$ cat config.mk
export PLATFORM = sky130hd
export DESIGN_NAME = parity_stream_acc
export DESIGN_NICKNAME = d
export VERILOG_FILES = /design/src/rtl/parity_pkg.sv /design/src/rtl/parity_reduce.sv /design/src/rtl/parity_stream_acc.sv
export SDC_FILE = /design/constraint.sdc
export NUM_CORES = 1
export LEC_CHECK = 0
export CORE_MARGIN = 5
export CORE_UTILIZATION = 52
export CTS_CLUSTER_SIZE = 12
export DETAILED_ROUTE_END_ITERATION = 8
export PLACE_DENSITY = 0.81
export SLEW_MARGIN = 20
export SYNTH_ARGS = -nofsm -noshare
export SYNTH_HDL_FRONTEND = slang
export SYNTH_SLANG_ARGS = --single-unit
$ cat constraint.sdc
create_clock -name clk -period 3.95 [get_ports clk]
set_clock_uncertainty 0.1 [all_clocks]
set_input_delay 0.79 -clock clk [delete_from_list [all_inputs] [get_ports clk]]
set_output_delay 0.79 -clock clk [all_outputs]
set_load 0.05 [all_outputs]
$ cat src/rtl/parity_pkg.sv
// Shared types and constants for the streaming parity accumulator.
//   par_state_e : FSM encoding (IDLE / ACC / HOLD)
//   PAR_EVEN    : odd_mode value selecting an even-parity result bit
//   PAR_ODD     : odd_mode value selecting an odd-parity result bit
package parity_pkg;

  typedef enum logic [1:0] {
    IDLE = 2'd0,
    ACC  = 2'd1,
    HOLD = 2'd2
  } par_state_e;

  localparam logic PAR_EVEN = 1'b0;
  localparam logic PAR_ODD  = 1'b1;

endpackage

$ cat src/rtl/parity_reduce.sv
// Purely combinational XOR-reduce of one DATA_W-bit beat to a single bit.
//   in_data : beat payload
//   par     : XOR of all DATA_W bits of in_data
module parity_reduce #(
  parameter int DATA_W = 8
) (
  input  logic [DATA_W-1:0] in_data,
  output logic              par
);

  assign par = ^in_data;

endmodule

$ cat src/rtl/parity_stream_acc.sv
// Streaming parity accumulator: folds the parity of every accepted beat of a
// packet into one bit, counts the beats (saturating) and presents the result
// on a registered valid/ready output that blocks new input until consumed.
//   clk, rst                     : clock, synchronous active-high reset
//   odd_mode                     : parity sense, sampled on a packet's first beat
//   in_data/in_valid/in_last     : input beat stream
//   in_ready                     : high in IDLE and ACC, low while a result is held
//   par_out/par_beats/par_ovf    : packet parity bit, saturated beat count, overflow
//   par_valid/par_ready          : result handshake
module parity_stream_acc
  import parity_pkg::*;
#(
  parameter int DATA_W = 8,
  parameter int CNT_W  = 8
) (
  input  logic              clk,
  input  logic              rst,
  input  logic              odd_mode,
  input  logic [DATA_W-1:0] in_data,
  input  logic              in_valid,
  input  logic              in_last,
  output logic              in_ready,
  output logic              par_out,
  output logic [CNT_W-1:0]  par_beats,
  output logic              par_ovf,
  output logic              par_valid,
  input  logic              par_ready
);

  localparam logic [CNT_W-1:0] CNT_MAX = '1;

  // Saturating increment; the caller flags overflow separately when c is at max.
  function automatic logic [CNT_W-1:0] sat_inc(input logic [CNT_W-1:0] c);
    return (c == CNT_MAX) ? c : c + CNT_W'(1);
  endfunction

  par_state_e       state_q, state_d;
  logic             acc_q, acc_d;
  logic [CNT_W-1:0] cnt_q, cnt_d;
  logic             ovf_q, ovf_d;
  logic             mode_q, mode_d;
  logic             out_par_q, out_par_d;
  logic [CNT_W-1:0] out_beats_q, out_beats_d;
  logic             out_ovf_q, out_ovf_d;
  logic             out_vld_q, out_vld_d;

  logic             beat_par;
  logic             accept;
  logic             first_beat;
  logic             acc_base;
  logic [CNT_W-1:0] cnt_base;
  logic             ovf_base;
  logic             mode_cur;
  logic [CNT_W-1:0] cnt_inc;
  logic             ovf_inc;

  parity_reduce #(.DATA_W(DATA_W)) u_reduce (
    .in_data (in_data),
    .par     (beat_par)
  );

  assign in_ready = (state_q != HOLD);
  assign accept   = in_valid && in_ready;

  // A packet starting this cycle folds from a clean slate and takes the live
  // odd_mode; later beats use the mode latched on the first beat.
  assign first_beat = (state_q == IDLE);
  assign acc_base   = first_beat ? 1'b0 : acc_q;
  assign cnt_base   = first_beat ? '0 : cnt_q;
  assign ovf_base   = first_beat ? 1'b0 : ovf_q;
  assign mode_cur   = first_beat ? odd_mode : mode_q;
  assign cnt_inc    = sat_inc(cnt_base);
  assign ovf_inc    = ovf_base || (cnt_base == CNT_MAX);

  always_comb begin
    state_d     = state_q;
    acc_d       = acc_q;
    cnt_d       = cnt_q;
    ovf_d       = ovf_q;
    mode_d      = mode_q;
    out_par_d   = out_par_q;
    out_beats_d = out_beats_q;
    out_ovf_d   = out_ovf_q;
    out_vld_d   = out_vld_q;
    unique case (state_q)
      IDLE, ACC: begin
        if (accept) begin
          if (in_last) begin
            out_par_d   = acc_base ^ beat_par ^ mode_cur;
            out_beats_d = cnt_inc;
            out_ovf_d   = ovf_inc;
            out_vld_d   = 1'b1;
            acc_d       = 1'b0;
            cnt_d       = '0;
            ovf_d       = 1'b0;
            state_d     = HOLD;
          end else begin
            acc_d   = acc_base ^ beat_par;
            cnt_d   = cnt_inc;
            ovf_d   = ovf_inc;
            mode_d  = mode_cur;
            state_d = ACC;
          end
        end
      end
      HOLD: begin
        if (par_ready) begin
          out_vld_d = 1'b0;
          state_d   = IDLE;
        end
      end
      default: state_d = IDLE;
    endcase
  end

  // State / result register boundary
  always_ff @(posedge clk) begin
    if (rst) begin
      state_q     <= IDLE;
      acc_q       <= 1'b0;
      cnt_q       <= '0;
      ovf_q       <= 1'b0;
      mode_q      <= PAR_EVEN;
      out_par_q   <= 1'b0;
      out_beats_q <= '0;
      out_ovf_q   <= 1'b0;
      out_vld_q   <= 1'b0;
    end else begin
      state_q     <= state_d;
      acc_q       <= acc_d;
      cnt_q       <= cnt_d;
      ovf_q       <= ovf_d;
      mode_q      <= mode_d;
      out_par_q   <= out_par_d;
      out_beats_q <= out_beats_d;
      out_ovf_q   <= out_ovf_d;
      out_vld_q   <= out_vld_d;
    end
  end

  assign par_out   = out_par_q;
  assign par_beats = out_beats_q;
  assign par_ovf   = out_ovf_q;
  assign par_valid = out_vld_q;

endmodule

* Yosys cells after proc, flatten, opt, wreduce, memory -nomap -nowiden
Cells that the tools add are included.
** Storage, ports and cells
- Bits in latches :: 0
- ROM bits :: 0
- Logic and storage cells :: 47
- Memories kept :: 0
- Register bits :: 24
- RAM bits :: 0
- Bits of input ports :: 14
** Operators by class
- Mux-type cells :: 16
- Add/sub/neg operators :: 1
- Divide/modulo/power cells :: 0
- Bitwise gates (word level) :: 3
- Reduce and logical (&&, ||, !) cells :: 11
- $mul :: 0
- $lt $le $gt $ge :: 0
- Shifts and indexed selects :: 0
- Equality and inequality tests :: 7
** Operators by type and width (number)
- 2-to-1 mux 8 bit :: 3
- adder 8 x 1 -> 8 bit, second input constant :: 1
- == test 8 bit, second input constant :: 1
- 2-to-1 mux 1 bit :: 8
- != test 2 bit, second input constant :: 4
- XOR reduction 8 bit :: 1
- 2-to-1 mux 2 bit :: 3
- AND reduction 3 bit :: 2
- case mux 2 bit (2 select lines) :: 1
- AND reduction 2 bit :: 2
- AND reduction 4 bit :: 1
- == test 2 x 1 -> 1 bit, second input constant :: 1
- == test 2 bit, second input constant :: 1
- logical NOT 2 bit :: 1
- case mux 1 bit (2 select lines) :: 1
- nonzero test 2 bit :: 1
- OR reduction 2 bit :: 1
- bitwise XOR 1 bit :: 2
- logical AND 1 bit :: 1
- logical OR 1 bit :: 1
- NOT 1 bit :: 1

* Logic depth before layout (Yosys ltp)
Gate-level depths: netlist of run 1.
- Depth in word-level cells :: 5
- Mapped depth :: 6
- Depth with buffers taken out :: 5

* By module
Synthesis of run 1 repeated with hierarchy kept, for this count alone.
** Second synthesis, totals
- Cells, all modules :: 146
- Area total of the unflattened synthesis :: 1202.4 µm²
** By module, submodules not included
- parity_stream_acc :: cells each 139, area an instance 1141.1 µm², seq. area each 480.5 µm², times used 1
- parity_reduce :: cells each 7, area an instance 61.3 µm², seq. area each 0.0 µm², times used 1

* Least setup slack after synthesis of run 1
OpenSTA, ideal clock, no wires.
- Kind :: input -> register
- Start :: in in_data[1]
- End :: reg acc_q
- Arrival :: 1888 ps
- Setup time :: 70 ps
- Cell stages on the path :: 5
- Setup slack :: 1891 ps
- Path through :: xnor2_1 > xnor3_1 > xnor2_1 > or3_1 > a21oi_1
** Between the ends
- Word-level cells in the longest chain between the ends :: 3
** Ends and longest elaborated chain
- start, declared :: RTL line parity_stream_acc.sv:19 : input logic [DATA_W-1:0] in_data,
- XOR reduction 8 bit :: RTL line parity_reduce.sv:11 : assign par = ^in_data;
- bitwise XOR 1 bit :: RTL line parity_stream_acc.sv:98 : acc_d = acc_base ^ beat_par;
- 2-to-1 mux 1 bit :: RTL line parity_stream_acc.sv:88 : if (in_last) begin
- end signal, assigned :: RTL line parity_stream_acc.sv:120 : acc_q <= 1'b0;
- end signal, assigned :: RTL line parity_stream_acc.sv:130 : acc_q <= acc_d;
- end, declared :: RTL line parity_stream_acc.sv:38 : logic acc_q, acc_d;
Every way passes these cells.
A chain may end at the register's enable or synchronous reset.

* Worst setup path in the final report of run 1
- Start :: reg state_q[0]
- End :: out in_ready
** Between the ends
- Word-level cells in the longest chain between the ends :: 1
** Ends and longest elaborated chain
- start, declared :: RTL line parity_stream_acc.sv:37 : par_state_e state_q, state_d;
- start signal, assigned :: RTL line parity_stream_acc.sv:129 : state_q <= state_d;
- != test 2 bit :: RTL line parity_stream_acc.sv:62 : assign in_ready = (state_q != HOLD);
- end, declared :: RTL line parity_stream_acc.sv:22 : output logic in_ready,
Every way passes these cells.

==> flow_summary.html, run 1 <==
<table>
<tr><th>Metric</th><th>Value</th></tr>
<tr><th colspan="2">Final layout</th></tr>
<tr><td>Core Util, Final</td><td>69.00%</td></tr>
<tr><td>Share of cells above drive strength 1</td><td>6.211%</td></tr>
<tr><td>Most used cells in the layout excluding fill and tap cells</td><td>25 x sky130_fd_sc_hd__clkdlybuf4s50_1, 24 x sky130_fd_sc_hd__dfxtp_1, 20 x sky130_fd_sc_hd__nand2_1, 17 x sky130_fd_sc_hd__a21oi_1, 10 x sky130_fd_sc_hd__nor2_1</td></tr>
<tr><td>Most common library cell in the layout ignoring fill and taps</td><td>sky130_fd_sc_hd__clkdlybuf4s50_1</td></tr>
<tr><td>Layout-stage area growth over the synthesis result</td><td>25.64%</td></tr>
<tr><td>Antenna diode count</td><td>0</td></tr>
<tr><td>Number of nets in the layout</td><td>176</td></tr>
<tr><th colspan="2">Logic synthesis</th></tr>
<tr><td>Synthesized-area fraction occupied by ao, oa, aoi and oai cells</td><td>21.11%</td></tr>
<tr><td>Post-synthesis cell count</td><td>138</td></tr>
<tr><td>Sequential fraction of the synthesis area</td><td>39.55%</td></tr>
<tr><td>Area fraction in and, or, nand and nor cells after synthesis</td><td>25.75%</td></tr>
<tr><td>Post-synthesis net count</td><td>152</td></tr>
<tr><td>Cells taking the most area after synthesis</td><td>sky130_fd_sc_hd__dfxtp_1 40%, sky130_fd_sc_hd__a21oi_1 7.0%, sky130_fd_sc_hd__nand2_1 6.2%</td></tr>
<tr><td>Post-synthesis instance area</td><td>0.001215 sq mm</td></tr>
<tr><td>Dominant combinational cell family by area after synthesis</td><td>simple AND/OR/NAND/NOR gates</td></tr>
<tr><td>Number of storage elements in the synthesis netlist</td><td>24</td></tr>
<tr><td>Share of the synthesized area in the top cell type</td><td>39.55%</td></tr>
<tr><td>Post-synthesis xor/xnor area fraction</td><td>8.754%</td></tr>
<tr><td>Number of warnings printed during yosys synthesis</td><td>0</td></tr>
<tr><td>Post-Synthesis Mean Instance Area</td><td>8.804 sq um</td></tr>
<tr><td>Count of cell types in the netlist</td><td>38</td></tr>
<tr><td>Post-synth top area cell</td><td>sky130_fd_sc_hd__dfxtp_1</td></tr>
<tr><td>Mux contribution to synthesized area</td><td>1.751%</td></tr>
<tr><td>Synthesized-area fraction occupied by adder cells</td><td>0%</td></tr>
<tr><th colspan="2">Status</th></tr>
<tr><td>Run status</td><td>complete, no violations</td></tr>
<tr><th colspan="2">Timing</th></tr>
<tr><td>Max Fclk</td><td>0.3891 GHz</td></tr>
<tr><td>Period utilization</td><td>65.07%</td></tr>
<tr><td>Setup repair after global routing missed its margin</td><td>no</td></tr>
<tr><td>Minimum hold slack</td><td>366.5 ps</td></tr>
<tr><td>Setup violation total in the final timing report</td><td>0</td></tr>
<tr><td>Final Hold Violating Endpoints</td><td>0</td></tr>
<tr><td>Setup TNS Final</td><td>0 ps</td></tr>
<tr><td>Slew at the pin with the worst max-slew slack</td><td>536.6 ps</td></tr>
<tr><td>Worst slew margin relative to its limit</td><td>64.09%</td></tr>
<tr><td>Total count of max-transition violations in the final report</td><td>0</td></tr>
<tr><td>Min Clock Period, post-route</td><td>2570 ps</td></tr>
<tr><th colspan="2">CTS</th></tr>
<tr><td>Number of buffers on the longest clock path</td><td>2</td></tr>
<tr><td>Sink count of the clock tree</td><td>24</td></tr>
<tr><td>Post-CTS setup-driven buffer insertion count</td><td>0</td></tr>
<tr><td>Clock root buffer</td><td>sky130_fd_sc_hd__clkbuf_4</td></tr>
<tr><td>Number of buffers added by the clock tree synthesis step</td><td>3</td></tr>
<tr><td>CTS Hold Buffers Added</td><td>0</td></tr>
<tr><td>Cells resized by post-CTS repair</td><td>0</td></tr>
<tr><td>Clk_lat worst skew</td><td>310 ps</td></tr>
<tr><td>Clk slew on worst S/H paths</td><td>140 ps</td></tr>
<tr><td>CTS tree</td><td>built</td></tr>
<tr><td>Maximum level of the CTS H-tree</td><td>1</td></tr>
<tr><th colspan="2">Setup path</th></tr>
<tr><td>Element type at the critical path start</td><td>flip-flop</td></tr>
<tr><td>Maximum net fanout on the critical path</td><td>5</td></tr>
<tr><td>Worst Path Class, Setup</td><td>reg -&gt; out</td></tr>
<tr><td>Data arrival, critical path</td><td>1680 ps</td></tr>
<tr><td>Worst setup EP type</td><td>primary output</td></tr>
<tr><td>WP data required</td><td>3060 ps</td></tr>
<tr><th colspan="2">Detailed routing</th></tr>
<tr><td>Total number of vias</td><td>1068</td></tr>
<tr><td>Wire length per cell</td><td>14.11 microns</td></tr>
<tr><td>Number of nets with antenna violations after detailed routing</td><td>0</td></tr>
<tr><td>Total wirelength of the detailed-routed design</td><td>2667 microns</td></tr>
<tr><td>DRC marker count from the first detailed-route iteration</td><td>32</td></tr>
<tr><td>Length of the first detailed-routing pass in iterations</td><td>4</td></tr>
<tr><td>Number of design rule violations left after detail routing</td><td>0</td></tr>
<tr><td>Avg Vias per Cell</td><td>5.651</td></tr>
<tr><th colspan="2">Run</th></tr>
<tr><td>Number of max-capacitance violations reported</td><td>0</td></tr>
<tr><th colspan="2">Power</th></tr>
<tr><td>Worst vdd ir</td><td>0.2521 mV</td></tr>
<tr><td>Comb power frac</td><td>18.3%</td></tr>
<tr><td>Switching power summed over all nets</td><td>0.1321 mW</td></tr>
<tr><td>Reg power frac</td><td>47.9%</td></tr>
<tr><td>Pwr dens</td><td>347.2 mW/mm^2</td></tr>
<tr><td>Design Power</td><td>0.5300 mW</td></tr>
<tr><td>Internal Power</td><td>0.3980 mW</td></tr>
<tr><td>Portion of total power attributed to the clock network</td><td>33.8%</td></tr>
<tr><td>LEAKAGE</td><td>0.5108 nW</td></tr>
<tr><td>Switching Share</td><td>24.92%</td></tr>
<tr><th colspan="2">Global route</th></tr>
<tr><td>Number of antenna violations at the first check in global routing</td><td>0</td></tr>
<tr><td>GR Util All Layers</td><td>16.65%</td></tr>
<tr><td>Maximum number of pins on one net before global-route repair</td><td>28</td></tr>
<tr><td>Total global routing overflow</td><td>0</td></tr>
<tr><td>Global-route wire length before repair</td><td>4464 microns</td></tr>
<tr><td>Via count of the first global-routing pass</td><td>1062</td></tr>
<tr><th colspan="2">Die</th></tr>
<tr><td>Number of top-level pins</td><td>26</td></tr>
<tr><td>Core Area</td><td>0.002212 sq mm</td></tr>
<tr><td>Chip height</td><td>58.34 microns</td></tr>
<tr><td>Row cnt</td><td>17</td></tr>
<tr><td>Horizontal extent of the die</td><td>58.34 microns</td></tr>
<tr><td>Starting utilization of the core area</td><td>54.92%</td></tr>
<tr><td>Die Area</td><td>0.003403 sq mm</td></tr>
<tr><th colspan="2">Placement</th></tr>
<tr><td>Final weighted congestion in routability-driven placement</td><td>0.8832</td></tr>
<tr><td>Half-perimeter wire length after placement</td><td>1958 microns</td></tr>
<tr><td>Number of I/O port buffers</td><td>25</td></tr>
<tr><th colspan="2">Hold path</th></tr>
<tr><td>HP Class</td><td>reg -&gt; reg</td></tr>
</table>
[critical path, stage by stage, from the launching register on]
cell	delay, ps
sky130_fd_sc_hd__dfxtp_1	400
sky130_fd_sc_hd__nand2b_1	160
sky130_fd_sc_hd__clkdlybuf4s50_1	810
[stage by stage]
| stage | cell area, sq um | cells | worst slack [ps] |
|---|---|---|---|
| 3_3_place_gp | 1474 | 185 | 1262 |
| 4_1_cts | 1526 | 189 | 1357 |
| 6_report | 1526 | 189 | 1380 |
| 5_1_grt | 1526 | 189 | 1305 |
| 2_1_floorplan | 1215 | 138 | 1891 |
| 3_5_place_dp | 1474 | 185 | 1195 |
[path summary, 6_finish.rpt]
path                                   start           end  slack, ps  cells past startpoint
worst max-delay path              state_q[0]      in_ready       1380                      2
worst min-delay path            par_beats[4]  par_beats[4]        370                      2
worst max register to register    state_q[1]      cnt_q[3]       2080                      4
worst min register to register  par_beats[4]  par_beats[4]        370                      2
[registers in the layout (all words and copies together), names as in the netlist]
name	flops
acc_q	1
cnt_q	8
mode_q	1
ovf_q	1
par_beats	8
par_out	1
par_ovf	1
par_valid	1
state_q	2
[final cells by class]
class	instances	area, sq um
clock buffer	3	22.52
clock inverter	1	30.03
fill	186	685.7
inverter	1	3.754
multi-input combinational	106	696.9
sequential	24	480.5
tap	28	35.03
timing repair buffer	26	257.7
[per-layer routing]
layer | share of wire [%] | up-vias | routed length (microns) | track usage (%)
met5 | 0 | - | 0 | 0
met4 | 0.64 | 0 | 17 | 5.298
met3 | 5.7 | 2 | 152 | 2.193
met2 | 50 | 35 | 1322 | 28.87
met1 | 44 | 488 | 1175 | 21.27
li1 | - | 543 | - | -
[cell usage after synthesis]
cell and instances:
sky130_fd_sc_hd__nor4b_1 1, sky130_fd_sc_hd__mux2_1 1, sky130_fd_sc_hd__nand3b_1 2, sky130_fd_sc_hd__buf_6 1, sky130_fd_sc_hd__nand2_1 20, sky130_fd_sc_hd__a2111oi_0 1
sky130_fd_sc_hd__inv_1 1, sky130_fd_sc_hd__o211ai_4 1, sky130_fd_sc_hd__dfxtp_1 24, sky130_fd_sc_hd__a21oi_1 17, sky130_fd_sc_hd__nor3_1 3, sky130_fd_sc_hd__xnor2_1 5
sky130_fd_sc_hd__nor2_1 10, sky130_fd_sc_hd__or4b_1 1, sky130_fd_sc_hd__or3b_1 1, sky130_fd_sc_hd__or4_1 1, sky130_fd_sc_hd__nand3_1 4, sky130_fd_sc_hd__a211oi_1 2
sky130_fd_sc_hd__nand2b_1 4, sky130_fd_sc_hd__or2_1 1, sky130_fd_sc_hd__o2111ai_1 1, sky130_fd_sc_hd__or3_1 1, sky130_fd_sc_hd__and4_4 1, sky130_fd_sc_hd__nand4_4 1
sky130_fd_sc_hd__o211ai_1 3, sky130_fd_sc_hd__and3_1 1, sky130_fd_sc_hd__nor2b_1 1, sky130_fd_sc_hd__xnor3_1 2, sky130_fd_sc_hd__nand2_8 1, sky130_fd_sc_hd__o41ai_1 1
sky130_fd_sc_hd__and2_1 2, sky130_fd_sc_hd__o2111ai_2 1, sky130_fd_sc_hd__clkbuf_1 6, sky130_fd_sc_hd__mux2i_1 1, sky130_fd_sc_hd__a22oi_1 3, sky130_fd_sc_hd__a31oi_1 3
sky130_fd_sc_hd__xor2_1 2, sky130_fd_sc_hd__o21ai_0 6
[logic make-up after synthesis]
kind of cell / count (synthesis)
DFF: 24
muxes: 2
xor gates and xnor gates: 9
and+or+nand+nor: 56
AOI/OAI and AO/OA: 39
buffers and inverters: 8
[power groups by stage]
| stage | Clock, mW | Sequential, mW | Combinational [mW] |
|---|---|---|---|
| after floorplan | 0 | 0.268 | 0.0593 |
| after global placement | 0 | 0.259 | 0.0948 |
| after detailed placement | 0 | 0.259 | 0.0967 |
| after CTS | 0.182 | 0.254 | 0.0975 |
| after global routing | 0.192 | 0.255 | 0.104 |
| final | 0.179 | 0.254 | 0.0969 |
Power figures use the tool's default switching activity.
==> run 2: changes to the inputs <==
--- a/config.mk
+++ b/config.mk
@@ -6,10 +6,10 @@
 export NUM_CORES = 1
 export LEC_CHECK = 0
 export CORE_MARGIN = 5
-export CORE_UTILIZATION = 52
+export CORE_UTILIZATION = 45
 export CTS_CLUSTER_SIZE = 12
 export DETAILED_ROUTE_END_ITERATION = 8
-export PLACE_DENSITY = 0.81
+export PLACE_DENSITY = 0.75
 export SLEW_MARGIN = 20
 export SYNTH_ARGS = -nofsm -noshare
 export SYNTH_HDL_FRONTEND = slang
==> constraint.sdc (replaced) <==
create_clock -name clk -period 2.25 [get_ports clk]
set_clock_uncertainty 0.1 [all_clocks]
set_input_delay 0.45 -clock clk [delete_from_list [all_inputs] [get_ports clk]]
set_output_delay 0.45 -clock clk [all_outputs]
set_load 0.05 [all_outputs]
==> run 2 against run 1 <==
Against the previous run:
- count of clock-buffer cells in the layout did not move
- critical path depth down 1
- non-clock buffer count up 5
- global-route usage shrank 0.23 points
- die area is 13% higher
- first-iteration DRC count rose by 31%
- via count decreased by 0.28%
- setup slack got worse by 1200 ps
- design area is 2.5% higher
- power is 76% higher
- register-to-register slack worse by 1700 ps
- critical path type unchanged
- critical endpoint is now par_beats[6]
- largest power group unchanged
==> flow_summary.html, run 2 (synthesis results as in run 1) <==
<table>
<tr><th>Metric</th><th>Value</th></tr>
<tr><th colspan="2">Setup path</th></tr>
<tr><td>WP data required</td><td>1700 ps (-1360 ps)</td></tr>
<tr><td>CP top delay family</td><td>buffers and inverters</td></tr>
<tr><td>Launching element of the worst setup path</td><td>par_beats[6]</td></tr>
<tr><td>Bufs and invs on worst path</td><td>1 (unchanged)</td></tr>
<tr><td>Worst r2r path cells</td><td>5 (+1)</td></tr>
<tr><td>Element type at the critical path start</td><td>flip-flop</td></tr>
<tr><td>Cell at the slowest stage of the critical path</td><td>sky130_fd_sc_hd__clkdlybuf4s50_1</td></tr>
<tr><td>Cells along the critical path</td><td>clkdlybuf4s50_1</td></tr>
<tr><td>Worst Path Class, Setup</td><td>reg -&gt; out</td></tr>
<tr><td>End of the worst register-to-register path</td><td>cnt_q[2]</td></tr>
<tr><td>Launching point of the worst reg2reg path</td><td>state_q[1]</td></tr>
<tr><td>Maximum net fanout on the critical path</td><td>2 (-3)</td></tr>
<tr><td>Register-to-register setup slack</td><td>380 ps (-1700 ps)</td></tr>
<tr><td>Delay of the slowest critical-path stage</td><td>800 ps (about the same)</td></tr>
<tr><td>Worst setup EP type</td><td>primary output</td></tr>
<tr><td>Data arrival, critical path</td><td>1490 ps (-190 ps)</td></tr>
<tr><th colspan="2">Die</th></tr>
<tr><td>Chip height</td><td>61.96 microns (+6.2%)</td></tr>
<tr><td>Die Area</td><td>0.003839 sq mm (+13%)</td></tr>
<tr><td>Core Area</td><td>0.002522 sq mm (+14%)</td></tr>
<tr><td>Starting utilization of the core area</td><td>48.16% (-6.8 points)</td></tr>
<tr><td>Number of top-level pins</td><td>26 (unchanged)</td></tr>
<tr><td>Row cnt</td><td>18 (+1)</td></tr>
<tr><td>Horizontal extent of the die</td><td>61.96 microns (+6.2%)</td></tr>
<tr><th colspan="2">Power</th></tr>
<tr><td>Design Power</td><td>0.9326 mW (+76%)</td></tr>
<tr><td>LEAKAGE</td><td>0.5339 nW (+4.5%)</td></tr>
<tr><td>Pwr dens</td><td>595.8 mW/mm^2 (+72%)</td></tr>
<tr><td>Worst vdd ir</td><td>0.5846 mV (+130%)</td></tr>
<tr><th colspan="2">Hold path</th></tr>
<tr><td>Worst-case hold path end point</td><td>acc_q</td></tr>
<tr><td>HP Class</td><td>reg -&gt; reg</td></tr>
<tr><td>Worst Hold Path Cells</td><td>2 (unchanged)</td></tr>
<tr><td>Min-delay src</td><td>acc_q</td></tr>
<tr><th colspan="2">Final layout</th></tr>
<tr><td>Layout-stage area growth over the synthesis result</td><td>28.84%</td></tr>
<tr><td>Combined area of the multi-input logic cells</td><td>696.9 sq um (unchanged)</td></tr>
<tr><td>Register area</td><td>480.5 sq um (unchanged)</td></tr>
<tr><td>Total of fill cells in the finished design</td><td>235 (+26%)</td></tr>
<tr><td>Share of cells above drive strength 1</td><td>9.036% (+2.8 points)</td></tr>
<tr><td>Most used cells in the layout excluding fill and tap cells</td><td>24 x sky130_fd_sc_hd__dfxtp_1, 24 x sky130_fd_sc_hd__clkdlybuf4s50_1, 20 x sky130_fd_sc_hd__nand2_1, 17 x sky130_fd_sc_hd__a21oi_1, 10 x sky130_fd_sc_hd__nor2_1</td></tr>
<tr><td>Antenna diode count</td><td>0 (unchanged)</td></tr>
<tr><td>Number of nets in the layout</td><td>181 (+2.8%)</td></tr>
<tr><th colspan="2">Global route</th></tr>
<tr><td>Via count of the first global-routing pass</td><td>1009 (-5.0%)</td></tr>
<tr><td>Global-route wire length before repair</td><td>4685 microns (+5.0%)</td></tr>
<tr><td>GR Util All Layers</td><td>16.43% (-0.23 points)</td></tr>
<tr><td>Maximum number of pins on one net before global-route repair</td><td>16 (-43%)</td></tr>
<tr><td>Number of antenna violations at the first check in global routing</td><td>0 (unchanged)</td></tr>
<tr><td>Total global routing overflow</td><td>0 (unchanged)</td></tr>
<tr><th colspan="2">Timing</th></tr>
<tr><td>Final Hold Violating Endpoints</td><td>0 (unchanged)</td></tr>
<tr><td>PnR worst setup slack</td><td>208.8 ps (-1171 ps)</td></tr>
<tr><td>Total count of max-transition violations in the final report</td><td>0 (unchanged)</td></tr>
<tr><td>Worst slew margin relative to its limit</td><td>63.11% (-0.99 points)</td></tr>
<tr><td>Setup TNS Final</td><td>0 ps (unchanged)</td></tr>
<tr><td>Setup repair after global routing missed its margin</td><td>no</td></tr>
<tr><td>Slew at the pin with the worst max-slew slack</td><td>551.4 ps (+14.74 ps)</td></tr>
<tr><td>Period utilization</td><td>90.72%</td></tr>
<tr><td>Setup violation total in the final timing report</td><td>0 (unchanged)</td></tr>
<tr><td>Min Clock Period, post-route</td><td>2041 ps</td></tr>
<tr><td>Max Fclk</td><td>0.4899 GHz</td></tr>
<tr><th colspan="2">Status</th></tr>
<tr><td>Run status</td><td>complete, no violations</td></tr>
<tr><th colspan="2">Detailed routing</th></tr>
<tr><td>Wire length on met2</td><td>1357 microns (+2.6%)</td></tr>
<tr><td>Length of the first detailed-routing pass in iterations</td><td>4 (unchanged)</td></tr>
<tr><td>Uppermost metal layer occupied by signal nets</td><td>met4</td></tr>
<tr><td>Total wirelength of the detailed-routed design</td><td>2736 microns (+2.6%)</td></tr>
<tr><td>Total number of vias</td><td>1065 (-0.28%)</td></tr>
<tr><td>DRC marker count from the first detailed-route iteration</td><td>42 (+31%)</td></tr>
<tr><td>Number of design rule violations left after detail routing</td><td>0 (unchanged)</td></tr>
<tr><td>Number of nets with antenna violations after detailed routing</td><td>0 (unchanged)</td></tr>
<tr><td>Avg Vias per Cell</td><td>5.434 (-3.8%)</td></tr>
<tr><td>Wire length per cell</td><td>13.96 microns (-1.1%)</td></tr>
<tr><td>M1 wire length</td><td>1259 microns (+7.1%)</td></tr>
<tr><td>Total length of routed met3 wires</td><td>100 microns (-34%)</td></tr>
<tr><th colspan="2">CTS</th></tr>
<tr><td>Number of buffers added by the clock tree synthesis step</td><td>3 (unchanged)</td></tr>
<tr><td>CTS tree</td><td>built</td></tr>
<tr><td>CTS Hold Buffers Added</td><td>0 (unchanged)</td></tr>
<tr><td>Clock root buffer</td><td>sky130_fd_sc_hd__clkbuf_4</td></tr>
<tr><td>Number of buffers on the longest clock path</td><td>2 (unchanged)</td></tr>
<tr><td>Clk slew on worst S/H paths</td><td>140 ps (about the same)</td></tr>
<tr><td>Maximum level of the CTS H-tree</td><td>1 (unchanged)</td></tr>
<tr><td>Clk_lat worst skew</td><td>320 ps (about the same)</td></tr>
<tr><td>Sink count of the clock tree</td><td>24 (unchanged)</td></tr>
<tr><th colspan="2">Placement</th></tr>
<tr><td>Number of I/O port buffers</td><td>25 (unchanged)</td></tr>
<tr><td>Half-perimeter wire length after placement</td><td>2122 microns (+8.3%)</td></tr>
<tr><td>Pre-CTS setup slack</td><td>9.360 ps (-1186 ps)</td></tr>
<tr><td>Final weighted congestion in routability-driven placement</td><td>0.8110 (-8.2%)</td></tr>
<tr><th colspan="2">Run</th></tr>
<tr><td>Number of max-capacitance violations reported</td><td>0 (unchanged)</td></tr>
</table>
-- run 2: cell types whose count changed in the layout (fill, tap and decap cells not counted), sizes merged --
cell / previous run / this run
dlygate4sd2: 0 / 1
clkdlybuf4s50: 25 / 24
buf: 1 / 6
-- run 2: worst max-delay path by stage --
| stage | to | slack [ps] | cells after the start |
|---|---|---|---|
| 3_5_place_dp | acc_q | 9 | 6 |
| 5_1_grt | par_beats[6] | 140 | 1 |
| 4_1_cts | par_beats[7] | 190 | 1 |
| 3_3_place_gp | par_out | 50 | 6 |
| 2_1_floorplan | acc_q | 530 | 5 |
| 6_report | par_beats[6] | 210 | 1 |
-- run 2: worst reg2reg max path: stages (launching register included) --
cell	delay, ps
sky130_fd_sc_hd__dfxtp_1	390
sky130_fd_sc_hd__or2_1	390
sky130_fd_sc_hd__nand2_8	150
sky130_fd_sc_hd__o211ai_4	100
sky130_fd_sc_hd__or4b_1	490
sky130_fd_sc_hd__a31oi_1	170
-- run 2: where the power goes --
group          internal (mW)  switching, mW  leakage (nW)  total (mW)
clock network          0.180          0.129        0.0279       0.309
registers              0.437        0.00963         0.195       0.446
logic                 0.0877         0.0893         0.311       0.177
-- run 2: timing repair --
action	4_1_cts	5_1_grt
buffers inserted	0	0
endpoints found under the setup margin	1	0
resized for setup	1	0
-- run 2: area by class of cell --
type / instances / area share, %
clock inverters: 1 / 1.918
repair buffers: 31 / 18.78
flip-flops and latches: 24 / 30.70
well taps: 30 / 2.398
clock buffers: 3 / 1.439
inverters: 1 / 0.2398
multi-input cells: 106 / 44.52
-- run 2: layer usage --
metal	vias to the layer above	global-route usage, %
met1	497	22.41
li1	550	-
met5	-	0
met3	4	4.339
met2	14	26.48
met4	0	2.727
-- run 2: metrics by stage --
step           utilization, %  cells  cell area (sq um)  hold WS [ps]
4_1_cts                 62.05    196               1565         359.5
5_1_grt                 62.05    196               1565         382.5
2_1_floorplan               -    138               1215         328.4
3_3_place_gp            60.02    192               1514         336.4
6_report                62.05    196               1565         358.2
3_5_place_dp            60.02    192               1514         340.2
